$ cat src/rtl/instr_fetch_unit.sv
// instr_fetch_unit: PC register and req/ack instruction-fetch sequencer with misalignment and timeout error detection.
// Optional feature macro: FETCH_PERF_CNT_EN adds perf_fetches and perf_wait_cycles counters.
module instr_fetch_unit #(
    parameter logic [31:0] RESET_PC = 32'h0000_0000,
    parameter int unsigned TIMEOUT  = 16
) (
    input  logic        clk,
    input  logic        rst_n,
    input  logic [31:0] pc_new,
    input  logic        pc_load,
    output logic        imem_req,
    output logic [31:0] imem_addr,
    input  logic [31:0] imem_rdata,
    input  logic        imem_ack,
    output logic [31:0] instr,
    output logic        instr_valid,
    output logic [31:0] pc,
    output logic        fetch_err
`ifdef FETCH_PERF_CNT_EN
    ,
    output logic [31:0] perf_fetches,
    output logic [31:0] perf_wait_cycles
`endif
);
    localparam int CW = $clog2(TIMEOUT + 1);

    typedef enum logic [1:0] {IDLE, FETCH, HOLD, ERR} state_t;

    state_t          state_q, state_d;
    logic [31:0]     pc_q, pc_d;
    logic [31:0]     instr_q, instr_d;
    logic            valid_q, valid_d;
    logic            err_q, err_d;
    logic            req_q, req_d;
    logic [CW-1:0]   cnt_q, cnt_d;

    // Next-state and next-register values; the request is registered off the next state.
    always_comb begin
        state_d = state_q;
        pc_d    = pc_q;
        instr_d = instr_q;
        valid_d = valid_q;
        err_d   = err_q;
        cnt_d   = cnt_q;
        case (state_q)
            IDLE: state_d = FETCH;
            FETCH: begin
                if (imem_ack) begin
                    instr_d = imem_rdata;
                    valid_d = 1'b1;
                    cnt_d   = '0;
                    state_d = HOLD;
                end else if (cnt_q == CW'(TIMEOUT - 1)) begin
                    err_d   = 1'b1;
                    state_d = ERR;
                end else begin
                    cnt_d = cnt_q + CW'(1);
                end
            end
            HOLD: begin
                if (pc_load) begin
                    valid_d = 1'b0;
                    if (pc_new[1:0] == 2'b00) begin
                        pc_d    = pc_new;
                        state_d = FETCH;
                    end else begin
                        err_d   = 1'b1;
                        state_d = ERR;
                    end
                end
            end
            ERR: begin
                valid_d = 1'b0;
                err_d   = 1'b1;
            end
            default: state_d = IDLE;
        endcase
        req_d = (state_d == FETCH);
    end

    // State and datapath registers; reset overrides every other input.
    always_ff @(posedge clk) begin
        if (!rst_n) begin
            state_q <= IDLE;
            pc_q    <= RESET_PC;
            instr_q <= '0;
            valid_q <= 1'b0;
            err_q   <= 1'b0;
            req_q   <= 1'b0;
            cnt_q   <= '0;
        end else begin
            state_q <= state_d;
            pc_q    <= pc_d;
            instr_q <= instr_d;
            valid_q <= valid_d;
            err_q   <= err_d;
            req_q   <= req_d;
            cnt_q   <= cnt_d;
        end
    end

    assign imem_req    = req_q;
    assign imem_addr   = pc_q;
    assign pc          = pc_q;
    assign instr       = instr_q;
    assign instr_valid = valid_q;
    assign fetch_err   = err_q;

`ifdef FETCH_PERF_CNT_EN
    logic [31:0] perf_fetches_q, perf_fetches_d;
    logic [31:0] perf_wait_q, perf_wait_d;

    // Count accepted responses and FETCH cycles spent waiting for one.
    always_comb begin
        perf_fetches_d = perf_fetches_q + ((state_q == FETCH && imem_ack) ? 32'd1 : 32'd0);
        perf_wait_d    = perf_wait_q + ((state_q == FETCH && !imem_ack) ? 32'd1 : 32'd0);
    end

    // Performance counter registers.
    always_ff @(posedge clk) begin
        if (!rst_n) begin
            perf_fetches_q <= '0;
            perf_wait_q    <= '0;
        end else begin
            perf_fetches_q <= perf_fetches_d;
            perf_wait_q    <= perf_wait_d;
        end
    end

    assign perf_fetches     = perf_fetches_q;
    assign perf_wait_cycles = perf_wait_q;
`endif
endmodule

$ cat config.mk
export PLATFORM = sky130hd
export DESIGN_NAME = instr_fetch_unit
export DESIGN_NICKNAME = d
export VERILOG_FILES = /design/src/rtl/instr_fetch_unit.sv
export SDC_FILE = /design/constraint.sdc
export NUM_CORES = 1
export LEC_CHECK = 0
export BUFFER_PORTS_ARGS = -buffer_cell sky130_fd_sc_hd__buf_4
export CORE_MARGIN = 8
export CORE_UTILIZATION = 28
export DETAILED_ROUTE_END_ITERATION = 12
export SYNTH_ARGS = -nofsm -noshare
export SYNTH_HDL_FRONTEND = slang
export SYNTH_SLANG_ARGS = --single-unit
$ cat constraint.sdc
create_clock -name clk -period 3.75 [get_ports clk]
set_input_delay 0.1875 -clock clk [delete_from_list [all_inputs] [get_ports clk]]
set_output_delay 0.1875 -clock clk [all_outputs]
set_load 0.03 [all_outputs]
==> impl_metrics.ini <==
[outcome]
status = completed

[synthesis]
yosys-top-cells-area = dfxtp_1, nand2_1, mux2i_1
syn_inst = 363
netlist_area_mm2 = 0.003162
yosysWarnings = 0
synth.avg_cell_area_um2 = 8.710
post-synth-top-count-cell = nand2_1
ys_types = 29
synth_seq_cells = 74
synth_ff_type = dfxtp_1
yosys.area.top_type = dfxtp_1
seq_area_frac_synth_pct = 46.85
async_flop_share_pct = 0
synth_edf_count = 0
synth_commonest_cells = nand2_1, dfxtp_1, a21boi_0, buf_4, mux2i_1
syn_nets = 433
synth_top_cell_area_share_pct = 46.85

[global_route]
grtUsageTotal_pct = 11.29
grt_overflow_total = 0
grt_max_degree = 105
antenna_found_initial = 0
grt_pass1_wl_um = 13680
grt_pass1_vias = 2784

[cts]
h-tree-depth = 3
post_cts_buffers = 0
clk_latency_ps = 330
clk_pin_slew_ps = 60
cts-root-buf = clkbuf_16
hold_buffers = 0
clk_path_buf_depth = 2
cts_buffers = 9
clock_sinks = 74
cts.repair.resized = 0
cts_tree = built

[layout]
seq_area_mm2 = 0.001481
nets = 557
final_area_mm2 = 0.004552
drive_gt1_share_pct = 37.80
multiInputGateArea_mm2 = 0.001319
diodes = 0
syn2layout_area_growth_pct = 43.97
nFillCells = 1134

[route]
drt-initial-drc-count = 113
antenna_left = 0
firstDrtPassIters = 4
totalWireLength_um = 8738
wl_per_cell_um = 13.76
drc = 0
via_count = 2754
vias_per_cell = 4.337

[setup_path]
cp_max_fo = 30
reg2reg_from = state_q[0]
max_stage_delay_ps = 860
crit_path_start = state_q[0]
start_kind = flip-flop
crit_path_end_kind = flip-flop
crit_family = simple AND/OR/NAND/NOR gates
cp_num_buf_inv = 0
path_cells = nor3_1 > and3_2 > mux2i_1
cp.required_ps = 4000
cp.arrival_ps = 2210
path_class = reg -> reg
cp_slowest_cell = and3_2

[sta]
period_minus_slack_ps = 1959
hold_viol = 0
fin_skew_ps = 7.739
tns_ps = 0
setup_violations = 0
drv_slew = 0
fmax_mhz = 510.4
slew_headroom_pct = 37.36
rsz0062_at_grt = no
worst_pin_slew_ps = 939.6
timing.final.crit_share_pct = 52.25

[floorplan]
fp.dieArea_mm2 = 0.01495
die_h_um = 122.3
initial_core_util_pct = 28.17
coreArea_mm2 = 0.01122
rows = 39
ios = 167
die_w_um = 122.3

[pwr]
peakVddDrop_v = 0.0001720
power.density_mw_per_mm2 = 423.2
leakagePower_nw = 2.019

[run]
max_cap_viol_count = 0

[placement]
dp_hpwl_um = 6430
gp_congestion = 0.7332
dpl_cell_area_mm2 = 0.004248
io_buffer_count = 166

[worst_hold_path]
hp-start = pc_new[5]
hold_class = in -> reg
==> registers in the layout, summed over array words and instances, names as in the netlist <==
signal and cells:
instr_valid 1, cnt_q 5, imem_addr 32, instr 32
fetch_err 1, state_q 2, imem_req 1
==> metrics by stage <==
| stage | hold slack [ps] | power (W) | utilization, % | setup slack [ps] | std cells |
|---|---|---|---|---|---|
| 6_report | 112.8 | 0.001926 | 40.56 | 1791 | 635 |
| 3_3_place_gp | 442.5 | 0.001076 | 37.85 | 1919 | 619 |
| 5_1_grt | 109.3 | 0.002022 | 40.56 | 1608 | 635 |
| 4_1_cts | 97.99 | 0.001968 | 40.56 | 1802 | 635 |
| 2_1_floorplan | 329.7 | 0.0009682 | - | 2227 | 363 |
| 3_5_place_dp | 445.4 | 0.001079 | 37.85 | 1815 | 619 |
==> layout make-up <==
cell class	count	share of cell area [%]
Sequential cell	74	32.55
Timing Repair Buffer	168	27.71
Multi-Input combinational cell	232	28.97
Inverter	2	0.1649
Clock buffer	10	5.250
Clock inverter	6	1.429
Tap cell	143	3.931
==> cells by family (layout without fill, tap and decap cells) <==
family                   Yosys count  after routing  synth area share [%]
multiplexers                      30             30                 9.497
AND/OR/NAND/NOR                  151            151                 20.02
flip-flops                        74             74                 46.85
AO/OA/AOI/OAI                     49             49                 11.36
adder cells (fa/ha/maj)            2              2                0.7913
buffers and inverters             57            186                 11.48
==> worst register-to-register path, delay by kind of cell, from the launching register on <==
kind | cells | cell delay (ps)
flip-flops | 1 | 370
AND/OR/NAND/NOR | 2 | 1220
multiplexers | 1 | 290
==> power breakdown <==
part / total, W / switching (W) / internal, W
Combinational: 0.000230 / 0.000126 / 0.000104
Sequential: 0.000828 / 0.0000165 / 0.000812
Clock: 0.000868 / 0.000333 / 0.000534
Total: 0.00193 / 0.000476 / 0.00145
==> cell usage in the layout, fill, tap and decap left out, types with 2 or more instances in the layout <==
cell | synthesis | final
buf_4 | 33 | 168
or3_1 | 2 | 2
and3_1 | 5 | 4
nand2b_1 | 2 | 2
dfxtp_1 | 74 | 74
mux2i_1 | 30 | 30
a22o_1 | 2 | 2
a21boi_0 | 33 | 33
inv_1 | 2 | 2
o21a_1 | 2 | 2
nor2b_1 | 5 | 5
nand2_1 | 128 | 128
clkbuf_16 | 0 | 9
ha_1 | 2 | 2
o21ai_0 | 5 | 5
a21oi_1 | 2 | 2
clkinv_2 | 0 | 2
nor3_1 | 3 | 3
a21boi_1 | 2 | 2
==> per-layer routing <==
layer | vias to the layer above | global-route usage, % | share of wire (%)
li1 | 1404 | - | -
met1 | 1259 | 12.36 | 40
met2 | 85 | 19.71 | 51
met3 | 6 | 3.404 | 7.9
met4 | 0 | 5.255 | 1.5
met5 | - | 0 | 0
==> path summary, 6_finish.rpt <==
kind | to | slack (ps) | cells after the start
min | imem_addr[5] | 110 | 3
min reg2reg | fetch_err | 450 | 2
max | imem_addr[29] | 1790 | 3
max reg2reg | imem_addr[29] | 1790 | 3
Note: power is estimated with default switching activity, not from simulation.
